### config.mk
export PLATFORM = sky130hd
export DESIGN_NAME = uart_boot_loader
export DESIGN_NICKNAME = d
export VERILOG_FILES = /design/src/rtl/boot_pkg.sv /design/src/rtl/uart_byte_poller.sv /design/src/rtl/uart_boot_loader.sv
export SDC_FILE = /design/constraint.sdc
export NUM_CORES = 1
export LEC_CHECK = 0
export CAP_MARGIN = 10
export CORE_MARGIN = 2
export CORE_UTILIZATION = 51
export DETAILED_ROUTE_END_ITERATION = 10
export HOLD_SLACK_MARGIN = 0.03
export PLACE_DENSITY = 0.76
export SLEW_MARGIN = 20
export SYNTH_ARGS = -nofsm -noshare
export SYNTH_HDL_FRONTEND = slang
export SYNTH_HIERARCHICAL = 1
export SYNTH_SLANG_ARGS = --single-unit
### constraint.sdc
create_clock -name clk -period 1.8 [get_ports clk]
set_input_delay 0.18 -clock clk [delete_from_list [all_inputs] [get_ports clk]]
set_output_delay 0.18 -clock clk [all_outputs]
set_load 0.02 [all_outputs]
### src/rtl/boot_pkg.sv
// Shared definitions for the UART boot loader: sequencer states, t16450
// register map and the line-control / line-status constants it relies on.
package boot_pkg;

    typedef enum logic [3:0] {
        ST_IDLE,
        ST_INIT_DLAB,
        ST_INIT_DLL,
        ST_INIT_DLM,
        ST_INIT_LCR,
        ST_INIT_IER,
        ST_RX_LEN_LO,
        ST_RX_LEN_HI,
        ST_RX_DAT_LO,
        ST_RX_DAT_HI,
        ST_STORE,
        ST_RX_CSUM,
        ST_DONE,
        ST_ERR
    } boot_state_t;

    typedef enum logic [2:0] {
        P_IDLE,
        P_LSR_RD,
        P_LSR_CAP,
        P_RBR_RD,
        P_RBR_CAP
    } poll_state_t;

    localparam logic [2:0] RBR_THR = 3'd0;
    localparam logic [2:0] IER_DLM = 3'd1;
    localparam logic [2:0] LCR     = 3'd3;
    localparam logic [2:0] LSR     = 3'd5;

    localparam logic [7:0] LCR_DLAB = 8'h80;
    localparam logic [7:0] LCR_8N1  = 8'h03;

    localparam int LSR_DR = 0;

endpackage

### src/rtl/uart_byte_poller.sv
// Fetches one received byte from the UART on request: polls LSR until data
// ready, then reads RBR and presents the byte with a one-cycle valid pulse.
module uart_byte_poller
    import boot_pkg::*;
(
    input  logic       clk,
    input  logic       reset,
    input  logic       get,
    input  logic [7:0] rdata,
    output logic [2:0] rd_addr,
    output logic       rd_strobe,
    output logic       byte_valid,
    output logic [7:0] byte_data
);

    poll_state_t state;

    // Read data is valid the cycle after the strobe, so each read spends
    // one cycle strobing and one cycle capturing.
    always_ff @(posedge clk) begin
        if (reset) begin
            state      <= P_IDLE;
            rd_addr    <= 3'd0;
            rd_strobe  <= 1'b0;
            byte_valid <= 1'b0;
        end else begin
            rd_addr    <= 3'd0;
            rd_strobe  <= 1'b0;
            byte_valid <= 1'b0;
            case (state)
                P_IDLE: begin
                    if (get) begin
                        rd_strobe <= 1'b1;
                        rd_addr   <= LSR;
                        state     <= P_LSR_RD;
                    end
                end
                P_LSR_RD:  state <= P_LSR_CAP;
                P_LSR_CAP: begin
                    rd_strobe <= 1'b1;
                    if (rdata[LSR_DR]) begin
                        rd_addr <= RBR_THR;
                        state   <= P_RBR_RD;
                    end else begin
                        rd_addr <= LSR;
                        state   <= P_LSR_RD;
                    end
                end
                P_RBR_RD:  state <= P_RBR_CAP;
                P_RBR_CAP: begin
                    byte_data  <= rdata;
                    byte_valid <= 1'b1;
                    state      <= P_IDLE;
                end
                default:   state <= P_IDLE;
            endcase
        end
    end

endmodule

### src/rtl/uart_boot_loader.sv
// Power-on boot sequencer: configures the UART, receives a length-prefixed
// checksummed image into RAM, then hands the bus and the CPU over.
module uart_boot_loader
    import boot_pkg::*;
#(
    parameter logic [15:0] DIVISOR   = 16'd27,
    parameter logic [15:0] BASE_ADDR = 16'h0000,
    parameter logic [15:0] MAX_WORDS = 16'd16384
) (
    input  logic        clk,
    input  logic        reset,
    input  logic        loader_en,
    output logic [2:0]  uart_addr,
    output logic [7:0]  uart_wdata,
    output logic        uart_we,
    output logic        uart_re,
    input  logic [7:0]  uart_rdata,
    output logic [15:0] ram_addr,
    output logic [15:0] ram_wdata,
    output logic        ram_we,
    output logic [1:0]  ram_be,
    output logic        bus_grant,
    output logic        cpu_hold,
    output logic        done,
    output logic        error
);

    boot_state_t state;
    logic [15:0] len;
    logic [15:0] cnt;
    logic [15:0] waddr;
    logic [7:0]  sum;
    logic [7:0]  lo_byte;
    logic [7:0]  hi_byte;
    logic [2:0]  wr_addr;
    logic [2:0]  rd_addr;
    logic        rd_strobe;
    logic        get;
    logic        byte_valid;
    logic [7:0]  byte_data;
    logic [15:0] len_full;
    logic        rx_state;

    assign rx_state = (state == ST_RX_LEN_LO) || (state == ST_RX_LEN_HI) ||
                      (state == ST_RX_DAT_LO) || (state == ST_RX_DAT_HI) ||
                      (state == ST_RX_CSUM);
    // Masking with byte_valid keeps the poller from starting a fetch for a
    // field the sequencer is just leaving.
    assign get       = rx_state && !byte_valid;
    assign len_full  = {byte_data, len[7:0]};
    assign uart_addr = wr_addr | rd_addr;
    assign uart_re   = rd_strobe;

    uart_byte_poller u_poller (
        .clk        (clk),
        .reset      (reset),
        .get        (get),
        .rdata      (uart_rdata),
        .rd_addr    (rd_addr),
        .rd_strobe  (rd_strobe),
        .byte_valid (byte_valid),
        .byte_data  (byte_data)
    );

    always_ff @(posedge clk) begin
        if (reset) begin
            state      <= ST_IDLE;
            len        <= 16'd0;
            cnt        <= 16'd0;
            waddr      <= 16'd0;
            sum        <= 8'd0;
            wr_addr    <= 3'd0;
            uart_wdata <= 8'd0;
            uart_we    <= 1'b0;
            ram_addr   <= 16'd0;
            ram_wdata  <= 16'd0;
            ram_we     <= 1'b0;
            ram_be     <= 2'b00;
            bus_grant  <= 1'b1;
            cpu_hold   <= 1'b1;
            done       <= 1'b0;
            error      <= 1'b0;
        end else begin
            wr_addr    <= 3'd0;
            uart_wdata <= 8'd0;
            uart_we    <= 1'b0;
            ram_we     <= 1'b0;
            ram_be     <= 2'b00;
            case (state)
                ST_IDLE: begin
                    cnt   <= 16'd0;
                    sum   <= 8'd0;
                    waddr <= BASE_ADDR;
                    state <= loader_en ? ST_INIT_DLAB : ST_DONE;
                end
                ST_INIT_DLAB: begin
                    uart_we    <= 1'b1;
                    wr_addr    <= LCR;
                    uart_wdata <= LCR_DLAB;
                    state      <= ST_INIT_DLL;
                end
                ST_INIT_DLL: begin
                    uart_we    <= 1'b1;
                    wr_addr    <= RBR_THR;
                    uart_wdata <= DIVISOR[7:0];
                    state      <= ST_INIT_DLM;
                end
                ST_INIT_DLM: begin
                    uart_we    <= 1'b1;
                    wr_addr    <= IER_DLM;
                    uart_wdata <= DIVISOR[15:8];
                    state      <= ST_INIT_LCR;
                end
                ST_INIT_LCR: begin
                    uart_we    <= 1'b1;
                    wr_addr    <= LCR;
                    uart_wdata <= LCR_8N1;
                    state      <= ST_INIT_IER;
                end
                ST_INIT_IER: begin
                    uart_we    <= 1'b1;
                    wr_addr    <= IER_DLM;
                    uart_wdata <= 8'h00;
                    state      <= ST_RX_LEN_LO;
                end
                ST_RX_LEN_LO: begin
                    if (byte_valid) begin
                        len[7:0] <= byte_data;
                        state    <= ST_RX_LEN_HI;
                    end
                end
                ST_RX_LEN_HI: begin
                    if (byte_valid) begin
                        len <= len_full;
                        if (len_full == 16'd0) begin
                            state <= ST_RX_CSUM;
                        end else if (len_full > MAX_WORDS) begin
                            state <= ST_ERR;
                            error <= 1'b1;
                        end else begin
                            state <= ST_RX_DAT_LO;
                        end
                    end
                end
                ST_RX_DAT_LO: begin
                    if (byte_valid) begin
                        lo_byte <= byte_data;
                        sum     <= sum + byte_data;
                        state   <= ST_RX_DAT_HI;
                    end
                end
                ST_RX_DAT_HI: begin
                    if (byte_valid) begin
                        hi_byte <= byte_data;
                        sum     <= sum + byte_data;
                        state   <= ST_STORE;
                    end
                end
                ST_STORE: begin
                    ram_we    <= 1'b1;
                    ram_be    <= 2'b11;
                    ram_addr  <= waddr;
                    ram_wdata <= {hi_byte, lo_byte};
                    waddr     <= waddr + 16'd2;
                    cnt       <= cnt + 16'd1;
                    state     <= (cnt == len - 16'd1) ? ST_RX_CSUM : ST_RX_DAT_LO;
                end
                // Release happens on the capture edge of the checksum byte.
                ST_RX_CSUM: begin
                    if (byte_valid) begin
                        if (byte_data == sum) begin
                            state     <= ST_DONE;
                            done      <= 1'b1;
                            bus_grant <= 1'b0;
                            cpu_hold  <= 1'b0;
                        end else begin
                            state <= ST_ERR;
                            error <= 1'b1;
                        end
                    end
                end
                ST_DONE: begin
                    done      <= 1'b1;
                    bus_grant <= 1'b0;
                    cpu_hold  <= 1'b0;
                end
                ST_ERR: begin
                    error     <= 1'b1;
                    bus_grant <= 1'b1;
                    cpu_hold  <= 1'b1;
                end
                default: begin
                    state <= ST_ERR;
                    error <= 1'b1;
                end
            endcase
        end
    end

endmodule
Word level (Yosys, flattened, before mapping). Index checks and enable logic that the tools add are counted.

Bitwise gates (word level): 5. Shifts and indexed selects: 0. Add/subtract/negate cells: 4. Order comparisons: 1. Reductions and logical operators: 29. Equal/unequal tests: 30. Div/mod/pow operators: 0. $mul: 0. Multiplexer cells: 43.

Operators with widths (count): 16-bit case mux with 2 select lines (2); 4-bit case mux with 13 select lines (1); 8-bit case mux with 2 select lines (2); 4-bit 2-to-1 mux (7); 4-bit equality test (second input constant) (6); 8-bit case mux with 3 select lines (1); 16-bit by 1-bit adder with 16-bit output (second input constant) (1); 16-bit by 2-bit adder with 16-bit output (second input constant) (1); 16-bit equality test (1); 4-bit by 3-bit equality test with 1-bit output (second input constant) (4); 16-bit by 15-bit greater-than comparator with 1-bit output (second input constant) (1); 16-bit zero test (1); 8-bit 2-to-1 mux (2); 2-bit by 1-bit != test with 1-bit output (second input constant) (8); 16-bit by 1-bit subtractor with 16-bit output (second input constant) (1); 3-bit AND reduction (5); 1-bit 2-to-1 mux (14); 3-bit 2-to-1 mux (4); 3-bit case mux with 4 select lines (1); 6-bit AND reduction (2); 11-bit OR reduction (1); 8-bit adder (1); 4-bit by 2-bit equality test with 1-bit output (second input constant) (2); 8-bit equality test (1); other kinds (22) (42).

Word-level logic and storage cells: 135. Bits in writable memories: 0. Bits in read-only memories: 0. Bits in latches: 0. Register bits after elaboration: 142. Output and inout bits: 52. Input bits: 11. Memories: 0.

Logic depth before layout (Yosys ltp). Gate-level depths: netlist of run 1.

Depth in word-level cells: 8. Depth in mapped cells: 9. Gate-level depth less buffers: 8.

Cells and area by module. Netlist of run 1, hierarchy kept.

Modules (own cells, without submodules): uart_boot_loader (times used 1, cells an instance 670, area each 5683.0 um^2, sequential area each 2482.4 um^2); uart_byte_poller (times used 1, cells an instance 30, area each 471.7 um^2, sequential area each 360.3 um^2).

Least setup slack after synthesis of run 1. No wires, ideal clock.

Path kind: reg-to-reg. From: register u_poller.byte_data[1]. To: register sum[7]. Slack: -0.217 ns. Library setup time: 0.070 ns. Period minus slack after synthesis: 2.017 ns. Arrival: 1.946 ns. Stages on the path, launching flop included: 8. Path buffers: 0. Data required time: 1.730 ns. Path through: edfxtp_1 > ha_1 > a21oi_1 > o21ai_1 > a2111oi_2 > nor4_2 > or3_1 > a21oi_1.

Longest elaborated chain between the ends: 3.

Ends and longest elaborated chain: start, declared (RTL line uart_byte_poller.sv:13) `output logic [7:0] byte_data`; start signal, assigned (RTL line uart_byte_poller.sv:51) `byte_data <= rdata;`; 8-bit adder (RTL line uart_boot_loader.sv:148, uart_boot_loader.sv:155); 8-bit 2-to-1 mux (RTL line uart_boot_loader.sv:146, uart_boot_loader.sv:153); 8-bit case mux with 2 select lines (RTL line uart_boot_loader.sv:89) `case (state)`; end signal, assigned (RTL line uart_boot_loader.sv:148) `sum <= sum + byte_data;`; end signal, assigned (RTL line uart_boot_loader.sv:155) `sum <= sum + byte_data;`; end, declared (RTL line uart_boot_loader.sv:32) `logic [7:0] sum;`.

No other way between the ends. The select of a mux whose other input is x is not followed. A chain may end at the register's enable or synchronous reset.

Final worst setup path of run 1.
From: register u_poller.byte_data[0]. To: register sum[6].

Same word-level chain as after synthesis.

==> run metrics, run 1 <==
outcome=complete, but fails checks; failing checks=setup timing; H-tree depth=4; Root Buffer=clkbuf_16; core area=about 12,000 µm²; row count=40; final critical-path share of the clock period=109.6%; Peak supply drop=0.0007296 V; crit-path leading delay family=compound AO/OA/AOI/OAI gates; Final Power=about 8.3 mW; final hold violations=0; Syn Inst Count=700; Post-Route Setup TNS=-0.4553 ns; Die Ht=about 110 µm; Synth Warn #=6; ys flop type=dfxtp_1; Final setup viols=5; Critical Path Start Type=flip-flop; insertion delay to the later sink of the worst-skew pair=0.43 ns; Nets=roughly 840; Post-synth EDFFs=24; clock slew at reported path FFs=approximately 0.06 ns; initial antenna violation count=0; DRC Markers=0; RSZ-0062 raised after global routing=true; final worst setup slack=-0.1723 ns; Starting Density=around half; final setup skew=about 0.0099 ns; fin. max-slew vios=0; clock sink count=between 100 and 150; crit-path cells=ha_2, fa_2, a21o_1, a21oi_2, o21bai_1, a21oi_1, xor2_1, o31ai_1; Synth-to-Final Area Change=33.46%; Total GRT Usage=25.60%; vias in the first global route=~5,500; number of vias in the routed layout=between 5,000 and 6,000; slowest CP cell=edfxtp_1; Multi-input gate area=3251 µm²; Top Ports=between 60 and 70; Die W=roughly 110 µm; global route overflow=0; class of the worst hold path=input pin to flip-flop; wire per inst=16.31 µm; ANT nets after route=0; clk buf depth=2; placed insts=940; ANT cells=0; FILL cells=~850; Seq cells post-synth=130; hpwl dp=roughly 11,000 µm; Finished Cell Area=a little over 8000 µm²; FMAX=507.0 MHz; RePlAce Congestion=about 0.91; max-capacitance violation count=0; non-filler cells, final=slightly below 1,000; vias per inst=a little under 6; 1st-iter DRT viols=about 510; Area contributors post-synth=dfxtp_1, edfxtp_1, nand2_1; CP arrival=between 2 and 2.5 ns; Netlist cell types=79; Reg area=2853 µm²; Power Dens Cells=about 1000 nW/µm²; largest area contributor in the netlist=dfxtp_1; drt pass-1 iters=5; Seq/Total Area, Yosys=a little under half; ys async rst share=0%; share of cells above drive strength 1=23.20%; drt total wl=between 15,000 and 20,000 µm; Worst Setup Path Type=flip-flop to flip-flop; global-route wire length before repair=26,190 µm; CP endpoint kind=flip-flop; Post-DP Area=7372 µm²; Largest stage delay, worst path=approximately 0.4 ns; die area=12,960 µm²; # port buffers=58; pin count of the biggest net entering global routing=59; CTS Buf Count=17; leakage=3.083 nW; Worst Path Max Fanout=2; Yosys top cell area share=around a third; Period minus WS final=just under 2 ns; CTS tree=yes; Bufs and invs on worst path=0; CP Data Required Time=roughly 2.1 ns; Post-Synthesis Mean Instance Area=a little under 9 µm²; mapped cell area=just over 6000 µm²; Final Util=68.96%
==> placed cells by master, fill, tap and decap left out, types with 8 or more instances in the layout <==
| master | instances |
|---|---|
| or2_2 | 10 |
| edfxtp_1 | 24 |
| clkdlybuf4s50_1 | 57 |
| mux2i_1 | 17 |
| a21oi_1 | 67 |
| clkbuf_16 | 17 |
| dfxtp_1 | 98 |
| nor2_1 | 62 |
| nor3_1 | 14 |
| buf_4 | 84 |
| o21ai_0 | 18 |
| inv_1 | 11 |
| nand3_1 | 26 |
| dfxtp_2 | 8 |
| nand2_1 | 102 |
| xnor2_1 | 16 |
| nand4_1 | 13 |
==> routing by layer <==
layer | GRT usage, % | up-vias | wire length, µm | part of all wire [%]
li1 | - | 2720 | - | -
met1 | 31.10 | 2695 | 6637 | 42
met2 | 43.63 | 204 | 8106 | 51
met3 | 5.101 | 35 | 842 | 5.3
met4 | 12.36 | 0 | 377 | 2.4
met5 | 0 | - | 0 | 0
==> logic make-up after synthesis <==
| group | count (synthesis) | synth area share, % |
|---|---|---|
| flip-flops | 130 | 46.19 |
| buffers and inverters | 64 | 5.082 |
| AND/OR/NAND/NOR | 296 | 23.68 |
| other | 2 | 0.1220 |
| XOR/XNOR | 25 | 3.781 |
| adder cells (fa/ha/maj) | 12 | 2.561 |
| multiplexers | 23 | 3.842 |
| AO/OA/AOI/OAI | 148 | 14.74 |
==> synthesized netlist by cell type (10+ instances only) <==
cell        n
o21ai_0    21
dfxtp_1   106
nand2_1   104
xnor2_1    17
nor2_1     66
mux2i_1    18
nand4_1    13
or2_2      10
nand3_1    27
edfxtp_1   24
nor3_1     19
a21oi_1    71
clkbuf_1   21
inv_1      13
buf_4      13
ha_1       11
==> flip-flops by register name, summed over array words and instances, names as in the netlist <==
| register | count |
|---|---|
| state | 4 |
| uart_we | 1 |
| u_poller/rd_strobe | 1 |
| u_poller/state | 3 |
| len | 16 |
| cpu_hold | 1 |
| u_poller/byte_data | 8 |
| lo_byte | 8 |
| error | 1 |
| cnt | 16 |
| done | 1 |
| u_poller/rd_addr | 1 |
| ram_wdata | 16 |
| ram_addr | 15 |
| hi_byte | 8 |
| waddr | 15 |
| sum | 8 |
| u_poller/byte_valid | 1 |
| ram_be | 1 |
| uart_wdata | 3 |
| wr_addr | 2 |
==> where the power goes <==
part | leakage (nW) | total (mW) | switching [mW] | internal, mW
sequential | 1.08 | 3.18 | 0.0930 | 3.08
clock | 0.279 | 3.40 | 1.35 | 2.05
combinational | 1.73 | 1.76 | 1.03 | 0.725
==> through the flow <==
stage          hold WS, ns  setup WS [ns]
3_5_place_dp        0.4480        -0.1864
5_1_grt             0.1689        -0.2975
6_report            0.1583        -0.1723
4_1_cts             0.1422        -0.1164
2_1_floorplan       0.2489        -0.1464
3_3_place_gp        0.4426        -0.1249
==> final timing paths <==
check,slack (ns),endpoint,start,cells past startpoint
max,-0.17,sum[6],u_poller/byte_data[0],8
min,0.16,u_poller/rd_addr[0],reset,2
max reg2reg,-0.17,sum[6],u_poller/byte_data[0],8
min reg2reg,0.45,ram_addr[9],ram_addr[9],2
==> worst register-to-register path, delay by kind of cell, from the launching register on <==
family,cells,cell delay [ns]
flip-flops,1,0.39
adder cells (fa/ha/maj),2,0.58
XOR/XNOR,1,0.21
AO/OA/AOI/OAI,5,0.67
==> repair_timing <==
action | in CTS | in global routing
resized for setup | 9 | 39
buffers inserted | 6 | 3
hold buffers | 0 | 0
cloned | 0 | 0
pin swaps | 12 | 15
setup endpoints to repair | 9 | 24
==> cell type report <==
class / instances / area share, %
inverter: 13 / 0.5941
clock inverter: 14 / 1.874
sequential: 130 / 34.73
clock buffer: 18 / 5.225
tap: 147 / 2.239
timing repair buffer: 148 / 15.77
multi-input combinational: 509 / 39.57
No activity file was read; power rests on OpenSTA's default activity.
==> run 2: changes to the inputs <==
Settings changed: CAP_MARGIN 10 to 40.
==> results of run 2 <==
Same layout as run 1: the final DEF is identical, and so are final timing and power.
